File: src/rtl/cnn_pkg.sv
// rtl/cnn_pkg.sv - shared widths, state encoding and saturation bounds for the CNN datapath
package cnn_pkg;

   localparam int CNN_DATA_W = 8;
   localparam int CNN_ACC_W  = 24;
   localparam int CNN_OUT_W  = 16;
   localparam int CNN_ADDR_W = 19;

   typedef enum logic [1:0] {IDLE, RUN, FLUSH} state_e;

   function automatic longint sat_max(input int w);
      return (longint'(1) <<< (w - 1)) - 1;
   endfunction

   function automatic longint sat_min(input int w);
      return -(longint'(1) <<< (w - 1));
   endfunction

   localparam longint CNN_SAT_MAX = sat_max(CNN_OUT_W);
   localparam longint CNN_SAT_MIN = sat_min(CNN_OUT_W);

endpackage

File: src/rtl/conv_out_fmt.sv
// rtl/conv_out_fmt.sv - combinational ReLU and signed saturation from accumulator to output width
module conv_out_fmt
   import cnn_pkg::*;
#(
   parameter int ACC_W   = CNN_ACC_W,
   parameter int OUT_W   = CNN_OUT_W,
   parameter bit RELU_EN = 1'b1
) (
   input  logic signed [ACC_W-1:0] sum,
   output logic signed [OUT_W-1:0] res,
   output logic                    sat
);

   localparam logic signed [ACC_W-1:0] HI = ACC_W'(sat_max(OUT_W));
   localparam logic signed [ACC_W-1:0] LO = ACC_W'(sat_min(OUT_W));

   always_comb begin
      res = sum[OUT_W-1:0];
      sat = 1'b0;
      if (RELU_EN && sum[ACC_W-1]) begin
         res = '0;
      end else if (sum > HI) begin
         res = HI[OUT_W-1:0];
         sat = 1'b1;
      end else if (sum < LO) begin
         res = LO[OUT_W-1:0];
         sat = 1'b1;
      end
   end

endmodule

File: src/rtl/conv_mac_accum.sv
// rtl/conv_mac_accum.sv - pixel x weight MAC with per-patch write-out behind the conv address generator
module conv_mac_accum
   import cnn_pkg::*;
#(
   parameter int DATA_W  = CNN_DATA_W,
   parameter int ACC_W   = CNN_ACC_W,
   parameter int OUT_W   = CNN_OUT_W,
   parameter int ADDR_W  = CNN_ADDR_W,
   parameter int RD_LAT  = 1,
   parameter bit RELU_EN = 1'b1
) (
   input  logic                     clk,
   input  logic                     reset,
   input  logic                     enable,
   input  logic                     term_valid,
   input  logic                     term_last,
   input  logic [ADDR_W-1:0]        term_waddr,
   input  logic                     conv_end,
   input  logic signed [DATA_W-1:0] pix_data,
   input  logic signed [DATA_W-1:0] wgt_data,
   output logic                     wr_en,
   output logic [ADDR_W-1:0]        wr_addr,
   output logic signed [OUT_W-1:0]  wr_data,
   output logic                     done,
   output logic                     busy,
   output logic [ADDR_W-1:0]        result_count,
   output logic                     ovf
);

   localparam logic [2:0] FLUSH_LAST = 3'(RD_LAT + 1);

   state_e                     state;
   logic                       conv_end_q;
   logic [2:0]                 flush_cnt;

   logic [RD_LAT-1:0]          al_valid;
   logic [RD_LAT-1:0]          al_last;
   logic [ADDR_W-1:0]          al_addr [RD_LAT];

   logic                       m_valid;
   logic                       m_last;
   logic [ADDR_W-1:0]          m_addr;
   logic signed [2*DATA_W-1:0] m_prod;

   logic signed [2*DATA_W-1:0] pix_ext, wgt_ext;
   logic signed [ACC_W-1:0]    acc, prod_ext, sum;
   logic                       acc_ovf;
   logic signed [OUT_W-1:0]    fmt_res;
   logic                       fmt_sat;
   logic                       term_in;

   assign busy     = (state == RUN) || (state == FLUSH);
   assign term_in  = term_valid && enable && (state == RUN);
   assign pix_ext  = {{DATA_W{pix_data[DATA_W-1]}}, pix_data};
   assign wgt_ext  = {{DATA_W{wgt_data[DATA_W-1]}}, wgt_data};
   assign prod_ext = {{(ACC_W-2*DATA_W){m_prod[2*DATA_W-1]}}, m_prod};
   assign sum      = acc + prod_ext;
   // wrap is kept; only a sign flip between same-sign operands is flagged
   assign acc_ovf  = (acc[ACC_W-1] == prod_ext[ACC_W-1]) && (sum[ACC_W-1] != acc[ACC_W-1]);

   conv_out_fmt #(.ACC_W(ACC_W), .OUT_W(OUT_W), .RELU_EN(RELU_EN)) u_fmt (
      .sum (sum),
      .res (fmt_res),
      .sat (fmt_sat)
   );

   always_ff @(posedge clk or posedge reset) begin
      if (reset) begin
         state      <= IDLE;
         conv_end_q <= 1'b0;
         flush_cnt  <= '0;
         done       <= 1'b0;
      end else begin
         done       <= 1'b0;
         conv_end_q <= conv_end;
         if (!enable) begin
            state <= IDLE;
         end else begin
            case (state)
               IDLE: state <= RUN;
               RUN: begin
                  if (conv_end && !conv_end_q) begin
                     state     <= FLUSH;
                     flush_cnt <= '0;
                  end
               end
               FLUSH: begin
                  if (flush_cnt == FLUSH_LAST) begin
                     state <= IDLE;
                     done  <= 1'b1;
                  end else begin
                     flush_cnt <= flush_cnt + 3'd1;
                  end
               end
               default: state <= IDLE;
            endcase
         end
      end
   end

   always_ff @(posedge clk or posedge reset) begin
      if (reset) begin
         al_valid     <= '0;
         al_last      <= '0;
         for (int i = 0; i < RD_LAT; i++) al_addr[i] <= '0;
         m_valid      <= 1'b0;
         m_last       <= 1'b0;
         m_addr       <= '0;
         m_prod       <= '0;
         acc          <= '0;
         wr_en        <= 1'b0;
         wr_addr      <= '0;
         wr_data      <= '0;
         result_count <= '0;
         ovf          <= 1'b0;
      end else if (!enable) begin
         // abandon any partial patch; result_count is kept for software
         al_valid <= '0;
         m_valid  <= 1'b0;
         acc      <= '0;
         wr_en    <= 1'b0;
      end else begin
         for (int i = RD_LAT - 1; i > 0; i--) begin
            al_valid[i] <= al_valid[i-1];
            al_last[i]  <= al_last[i-1];
            al_addr[i]  <= al_addr[i-1];
         end
         al_valid[0] <= term_in;
         al_last[0]  <= term_last;
         al_addr[0]  <= term_waddr;

         m_valid <= al_valid[RD_LAT-1];
         m_last  <= al_valid[RD_LAT-1] && al_last[RD_LAT-1];
         m_addr  <= al_addr[RD_LAT-1];
         m_prod  <= pix_ext * wgt_ext;

         wr_en <= 1'b0;
         if (state == IDLE) begin
            result_count <= '0;
            ovf          <= 1'b0;
         end else if (m_valid) begin
            if (acc_ovf || (m_last && fmt_sat)) ovf <= 1'b1;
            if (m_last) begin
               wr_en        <= 1'b1;
               wr_addr      <= m_addr;
               wr_data      <= fmt_res;
               acc          <= '0;
               result_count <= result_count + ADDR_W'(1);
            end else begin
               acc <= sum;
            end
         end
      end
   end

endmodule
File: config.mk
export PLATFORM = sky130hd
export DESIGN_NAME = conv_mac_accum
export DESIGN_NICKNAME = d
export VERILOG_FILES = /design/src/rtl/cnn_pkg.sv /design/src/rtl/conv_out_fmt.sv /design/src/rtl/conv_mac_accum.sv
export SDC_FILE = /design/constraint.sdc
export NUM_CORES = 1
export LEC_CHECK = 0
export CAP_MARGIN = 20
export CORE_ASPECT_RATIO = 0.8
export CORE_UTILIZATION = 60
export DETAILED_ROUTE_END_ITERATION = 8
export PLACE_DENSITY = 0.84
export SYNTH_ARGS = -nofsm -noshare
export SYNTH_HDL_FRONTEND = slang
export SYNTH_SLANG_ARGS = --single-unit
File: constraint.sdc
create_clock -name clk -period 11.2 [get_ports clk]
set_clock_uncertainty 0.1 [all_clocks]
set_input_delay 2.24 -clock clk [delete_from_list [all_inputs] [get_ports clk]]
set_output_delay 2.24 -clock clk [all_outputs]
set_load 0.005 [all_outputs]
**After elaboration in Yosys (flattened, before gate mapping)**

Cells that the tools add are included.
W data, S select, Z words.

- RAM bits: 0
- Register bits: 145
- Memories kept: 0
- Output and inout port bits: 58
- Latch bits: 0
- Logic and storage cells: 87
- Input port bits: 41
- Bits in read-only memories: 0

- Div/mod/pow operators: 0
- Reduce and logical (&&, ||, !) cells: 20
- Bitwise operators: 1
- Add/subtract/negate cells: 3
- Multiplexer cells: 32
- Equality and inequality tests: 11
- Shifts and indexed selects: 0
- Multipliers: 1
- $lt $le $gt $ge: 2

Operators by type and width:

| operator | number |
|---|---|
| $mux W24 | 4 |
| $mux W19 | 3 |
| $mux W16 | 3 |
| $add A24 B16 Y24 | 1 |
| $gt A24 B16 Y1 const B | 1 |
| $lt A24 B16 Y1 const B | 1 |
| $add A19 B1 Y19 const B | 1 |
| $mul A8 B8 Y16 | 1 |
| $mux W1 | 15 |
| $reduce_and A4 Y1 | 2 |
| $reduce_bool A2 Y1 | 4 |
| $logic_and A1 B1 Y1 | 6 |
| $mux W2 | 3 |
| $mux W3 | 2 |
| $ne A3 B2 Y1 const B | 2 |
| $pmux W2 S3 | 1 |
| $pmux W3 S2 | 1 |
| $reduce_and A3 Y1 | 2 |
| $ne A2 B1 Y1 const B | 2 |
| $ne A2 B2 Y1 const B | 2 |
| $reduce_and A2 Y1 | 2 |
| $add A3 B1 Y3 const B | 1 |
| $eq A3 B2 Y1 const B | 1 |
| $eq A2 B1 Y1 const B | 1 |
| 7 further kinds | 8 |

**Depth between registers and ports, before layout**

Gate-level depths: netlist (run 1).

- Depth in word-level cells: 10
- Mapped depth: 18
- Mapped depth without buffers: 18

**By module**

A second synthesis (run 1) with hierarchy kept.

- Cell total of the unflattened synthesis: 997
- Area, all modules: 9758.1 um^2

By module, submodules not included:

| module | sequential area each (um^2) | instances | area an instance (um^2) | cells an instance |
|---|---|---|---|---|
| conv_mac_accum | 3628.5 | 1 | 9519.1 | 958 |
| conv_out_fmt | 0.0 | 1 | 239.0 | 39 |

**Worst setup path after synthesis (run 1)**

OpenSTA, ideal clock, no wires.

- Path type: input-to-reg
- From: in pix_data[7]
- To: reg m_prod[15]
- Path buffers: 0
- Setup time: 135 ps
- Stages: 14
- Required time: 10965 ps
- Arrival: 5987 ps
- Setup slack: 4977 ps
- Cell sequence: and2_1 fa_1 inv_1 fa_1 fa_1 fa_1 inv_1 ha_1 and3_1 a21oi_1 o21ai_0 o41ai_1 xnor2_1 a21oi_1

- Longest elaborated chain between the ends: 1

Ends and longest elaborated chain:

| what | line | RTL |
|---|---|---|
| start, declared | conv_mac_accum.sv:19 | `input logic signed [DATA_W-1:0] pix_data,` |
| $mul A8 B8 Y16 | conv_mac_accum.sv:135 | `m_prod <= pix_ext * wgt_ext;` |
| end signal, assigned | conv_mac_accum.sv:135 |  |
| end, declared | conv_mac_accum.sv:43 | `logic signed [2*DATA_W-1:0] m_prod;` |

No other way between the ends.
A chain may end at the register's enable or synchronous reset.

**Worst setup path in the final report (run 1)**

- From: in wgt_data[7]
- To: reg m_prod[14]

- Longest elaborated chain between the ends: 1

Ends and longest elaborated chain:

| what | line | RTL |
|---|---|---|
| start, declared | conv_mac_accum.sv:20 | `input logic signed [DATA_W-1:0] wgt_data,` |
| $mul A8 B8 Y16 | conv_mac_accum.sv:135 |  |

No other way between the ends.

==> results of run 1 <==
cell usage in the layout (no fill, tap or decap), types with 5 or more instances in the layout:
master / netlist / routed
and2_1: 49 / 49
nand3_1: 16 / 16
clkdlybuf4s50_1: 0 / 97
fa_1: 56 / 56
clkbuf_16: 0 / 17
and3_1: 14 / 14
nor3_1: 13 / 13
o31ai_1: 7 / 7
nand2b_1: 12 / 12
dfrtp_1: 145 / 145
a211oi_1: 7 / 7
buf_4: 0 / 5
inv_1: 88 / 87
inv_6: 0 / 5
ha_1: 59 / 59
xor2_1: 5 / 5
nor2_1: 52 / 52
a21o_1: 16 / 16
nand2_1: 141 / 141
xnor2_1: 28 / 28
mux2_2: 48 / 48
a31oi_1: 5 / 5
a21oi_1: 28 / 28
a311oi_1: 12 / 12
a22o_1: 9 / 9
o21ai_0: 64 / 64
worst max-delay path, delay by kind of cell:
family,cells,cell delay [ns]
adders and majority gates,5,2.39
AOI/OAI and AO/OA,7,1.58
buffers and inverters,2,0.69
and+or+nand+nor,1,0.13
power groups by stage:
stage                     Combinational [mW]  Sequential [mW]  Clock, mW
after floorplan                        0.654            0.620          0
after global placement                 0.808            0.633          0
after detailed placement               0.836            0.635          0
after CTS                              0.849            0.627      0.602
after global routing                   0.959            0.634      0.625
final                                  0.856            0.628      0.598
logic make-up (layout without fill, tap and decap cells):
logic type / count (synthesis) / count (layout)
compound gates: 194 / 194
xor+xnor: 33 / 33
fa+ha+maj: 115 / 115
buf+inv: 119 / 226
flops: 145 / 145
mux: 53 / 53
simple gates: 314 / 314
cell type report:
class / instances / area [sq um] / area share, %
Clock buffer: 18 / 439 / 3.84
Clock inverter: 14 / 189 / 1.65
Inverter: 89 / 339 / 2.97
Multi-Input combinational cell: 709 / 5530 / 48.4
Sequential cell: 145 / 3630 / 31.7
Tap cell: 210 / 263 / 2.30
Timing Repair Buffer: 105 / 1040 / 9.14
per-stage QoR:
stage                     worst slack (ns)  area [sq um]  instances  total power [mW]  hold slack [ns]
final                                 4.38         11400       1290              2.08            0.370
after global routing                  4.04         11400       1290              2.22            0.401
after CTS                             4.49         11400       1288              2.08            0.369
after detailed placement              4.05         10800       1256              1.47            0.358
after global placement                4.20         10800       1256              1.44            0.344
after floorplan                       4.97          9620        973              1.27            0.335
flip-flops by register name (all words and copies together) (netlist names), 2 cells and up:
name / cells
acc: 24
al_addr: 19
flush_cnt: 3
m_addr: 19
m_prod: 16
result_count: 19
state: 2
wr_addr: 19
wr_data: 16
layer usage:
metal  up-vias  share of wire (%)
li1       3518                  -
met2       222                 47
met3        20                5.8
met1      3661                 46
met5         -                  0
met4         0                1.0
final timing paths:
path	from	to	slack, ns	depth (start not counted)
min reg2reg	m_addr[11]	wr_addr[11]	0.37	2
max reg2reg	m_prod[15]	wr_data[14]	6.98	9
min	m_addr[11]	wr_addr[11]	0.37	2
min in group asynchronous	reset	m_addr[0]	2.15	2
max	wgt_data[7]	m_prod[14]	4.38	15
max in group asynchronous	reset	acc[19]	7.39	3
==> impl_metrics.ini, run 1 <==
[cts]
cts_buffers = 17
clock_latency_ns = 0.42
clock-sinks = 145
h-tree-depth = 4
clk_pin_slew_ns = 0.07
cts_resized = 0
cts_hold_buf = 0
post-cts-setup-buffers = 0
cts.path.max_buffers = 2
cts_tree = built
cts-root-buf = clkbuf_16

[sta]
final_hold_viol_count = 0
max_slew_margin_pct = 26.8
slew_violations = 0
grt_setup_unrepaired = no
period_needed_ns = 6.82
finalSetupTns_ns = 0
setup_violations = 0
timing.fmax_mhz = 147
period_share_pct = 60.9
worstMarginPinSlew_ns = 1.09

[final_layout]
antenna_cells = 0
area.growth.synth_to_final_pct = 18.9
fillers = 1072
layout.nets = 1223
post-route-util_pct = 74.6
drive_gt1_share_pct = 9.17

[global_route]
met1_usage_pct = 41.2
grt_pass1_wl_um = 36600
antenna_found_initial = 0
busiest_layer = met2
use_met3_pct = 5.50
grt_use_met2_pct = 44.6
grt_usage_pct = 28.6
grt_max_degree = 83
grt.overflow.total = 0
first_global_vias = 7393

[detailed_routing]
drt_iter0_drc = 744
ant_nets = 0
wire_per_inst_um = 16.8
drc = 0
drt-pass1-iter-count = 5
via_per_inst = 5.75
vias = 7421
wl_um = 21700

[floorplanning]
rows = 40
core-area_sq_um = 15300
start_util_pct = 62.8
die_w_um = 144
fp.dieH_um = 115
io_pins = 99
dieArea_sq_um = 16500

[critical_path]
crit_slowest_cell = clkdlybuf4s50_1
required_ns = 11.41
crit_fanout = 7
slowest_delay_ns = 0.64
crit_type = in -> reg
critPathLaunchType = input pin
cp_common_cell = fa_1
cp.arrival_ns = 7.03
worstPathCellList = clkdlybuf4s50_1, nand2b_1, fa_1, fa_1, inv_1, fa_1, fa_1, ha_1, o21ai_0, a21oi_1, o21ai_0, a21boi_0, o211ai_1, a2111o_1, o311ai_0
cp-end-kind = flip-flop

[power_and_ir_drop]
cellPowerDensity_nw_per_um2 = 182
peakVddDrop_v = 0.000123
combPwrFrac_pct = 41.1
pwr-share-clk_pct = 28.7
intPower_mw = 1.30
p_leak_nw = 5.42
switching_share_pct = 37.4
switching_power_mw = 0.778
p_seq_share_pct = 30.2

[placed_design]
hpwl_um = 15100
port_buffers = 98
place.gp.congestion = 0.893

[yosys]
syn_area_per_cell_sq_um = 9.88
synth_ff_type = dfrtp_1
syn_area_sq_um = 9620
synth_edf_count = 0
yosysSeqAreaShare_pct = 37.7
synthAdderAreaFrac_pct = 19.3
synth_cell_types = 62
synth_top_family_by_area = adder cells
synth_area_leaders = dfrtp_1, fa_1, ha_1
yosysTopAreaCellShare_pct = 37.7
synthMuxAreaShare_pct = 6.19
synth_compound_area_share_pct = 13.7
synth-xor-area-share_pct = 3.01
yosys.area_share.simple_pct = 15.3
synthArstFlopShare_pct = 100
synthCells = 973
synth_top_area_cell = dfrtp_1
yosysMostFrequentCell = dfrtp_1
ys_ff_latch = 145
yosys-top-cells-count = dfrtp_1, nand2_1, inv_1
synthesis.nets = 1129
yosys_warnings = 0

[outcome]
status = complete, no violations

[flow_run]
drv_cap = 0

[min_path]
hold_class = reg -> reg
Note: power is estimated with default switching activity, not from simulation.
==> inputs of run 2 (changes only) <==
Settings changed: CORE_UTILIZATION 60 to 58, PLACE_DENSITY 0.84 to 0.81.
Clock period 11.2 ns to 6.4 ns, I/O delays scaled along.
==> run 2 against run 1 <==
Global-route usage decreased by 2.7 points. Critical path depth is the same. Cell count increased by 0.54%. Largest cell class unchanged. Critical path type unchanged. Via count about the same. Total power increased by 72%.
==> impl_metrics.ini, run 2 (synthesized netlist as in run 1, its figures left out) <==
[final_layout]
regArea_sq_um = 3630
largest_reg_flops = 24
antenna_cells = 0
postLayoutCellArea_sq_um = 11500
fillers = 1146
finalNonFillerCells = 1297
layout.nets = 1225
post-route-util_pct = 71.6
most-common-layout-cells = dfrtp_1, nand2_1, clkdlybuf4s50_1
area.growth.synth_to_final_pct = 19.2
final_common_cell = dfrtp_1
drive_gt1_share_pct = 9.33
multi_input_area_sq_um = 5530
largest-register = acc

[cts]
cts-root-buf = clkbuf_16
clk_pin_slew_ns = 0.07
post-cts-setup-buffers = 0
cts.path.max_buffers = 2
cts_tree = built
clock-sinks = 145
clock_latency_ns = 0.43
cts_resized = 0
cts_buffers = 17
cts_hold_buf = 0
h-tree-depth = 4

[critical_path]
cp_common_cell = fa_1
reg2regPathDepth = 9
cp-end-kind = flip-flop
path_depth = 15
critPathLaunchType = input pin
critPathTopFamily = adder cells
required_ns = 6.58
critPathBufInv = 3
crit_type = in -> reg
r2r_setup_slack_ns = 2.24
crit_slowest_cell = fa_1
slowest_delay_ns = 0.76
worstPathCellList = clkdlybuf4s50_1, and2_1, fa_1, inv_1, fa_1, fa_1, fa_1, inv_1, ha_1, and3_1, a21oi_1, o21ai_0, o41ai_1, xnor2_1, a21oi_1
crit_fanout = 8
cp.arrival_ns = 5.88

[placed_design]
hpwl_um = 15000
place.gp.congestion = 0.882
port_buffers = 98
placedCellCount = 1262
pre_cts_slack_ns = 0.284
place_area_sq_um = 10800

[sta]
final_hold_viol_count = 0
period_needed_ns = 5.69
grt_setup_unrepaired = no
setup_ws_ns = 0.707
worstMarginPinSlew_ns = 1.04
max_slew_margin_pct = 30.2
period_share_pct = 89.0
setup_violations = 0
slew_violations = 0
timing.fmax_mhz = 176
finalSetupTns_ns = 0

[floorplanning]
fp.dieH_um = 117
start_util_pct = 60.1
dieArea_sq_um = 17100
core-area_sq_um = 16000
io_pins = 99
die_w_um = 146
rows = 41

[detailed_routing]
wl_um = 21000
wire_per_inst_um = 16.2
ant_nets = 0
vias = 7425
drt_iter0_drc = 658
drc = 0
drt-pass1-iter-count = 4
via_per_inst = 5.72

[power_and_ir_drop]
p_leak_nw = 5.43
peakVddDrop_v = 0.000210
cellPowerDensity_nw_per_um2 = 312

[global_route]
grt_usage_pct = 25.9
first_global_vias = 7107
grt_max_degree = 114
antenna_found_initial = 0
grt.overflow.total = 0
grt_pass1_wl_um = 34900

[min_path]
hold_class = reg -> reg
holdPathStages = 2

[outcome]
status = complete, no violations

[flow_run]
drv_cap = 0
run 2: changes by cell type in the layout (fill, tap and decap cells not counted), sizes merged:
cell,delta
clkinv,+7
buf,+2
clkinvlp,-1
bufinv,-2
inv,-3
clkbuf,-1
run 2: worst register-to-register path, cell delays in order, from the launching register on:
cell and delay [ns]:
dfrtp_1 0.60, ha_1 0.56, and3_1 0.40, and3_1 0.27, o211ai_1 0.12, o21ai_0 0.40, mux2i_1 0.23, o311ai_0 0.23
nor4_4 0.84, a311oi_1 0.23
run 2: final timing paths:
check	start	end
hold reg to reg	m_addr[1]	wr_addr[1]
setup reg to reg	m_prod[15]	wr_data[9]
max in group asynchronous	reset	acc[1]
min in group asynchronous	reset	m_addr[4]
setup / recovery	pix_data[7]	m_prod[15]
hold / removal	m_addr[1]	wr_addr[1]
run 2: area by class of cell:
cell class / count / area share (%)
multi-input combinational: 709 / 48.2
sequential: 145 / 31.7
timing repair buffer: 107 / 9.42
clock buffer: 17 / 3.71
inverter: 89 / 2.96
tap: 215 / 2.35
clock inverter: 15 / 1.67
run 2: metal layers:
| metal | GRT usage, % | share of wire [%] | vias up |
|---|---|---|---|
| li1 | - | - | 3506 |
| met1 | 36.6 | 47 | 3682 |
| met2 | 41.1 | 46 | 216 |
| met3 | 5.50 | 5.5 | 21 |
| met4 | 6.53 | 1.1 | 0 |
| met5 | 0 | 0 | - |
run 2: metrics by stage:
step / hold WS, ns / power, mW
floorplan: 0.335 / 2.23
global placement: 0.345 / 2.52
detailed placement: 0.352 / 2.58
CTS: 0.370 / 3.58
global route: 0.385 / 3.83
finish: 0.368 / 3.58
run 2: report_power, final:
part / switching, mW / total, mW / internal [mW]
Combinational: 0.823 / 1.49 / 0.664
Sequential: 0.0777 / 1.10 / 1.02
Clock: 0.467 / 0.997 / 0.530
Total: 1.37 / 3.58 / 2.21
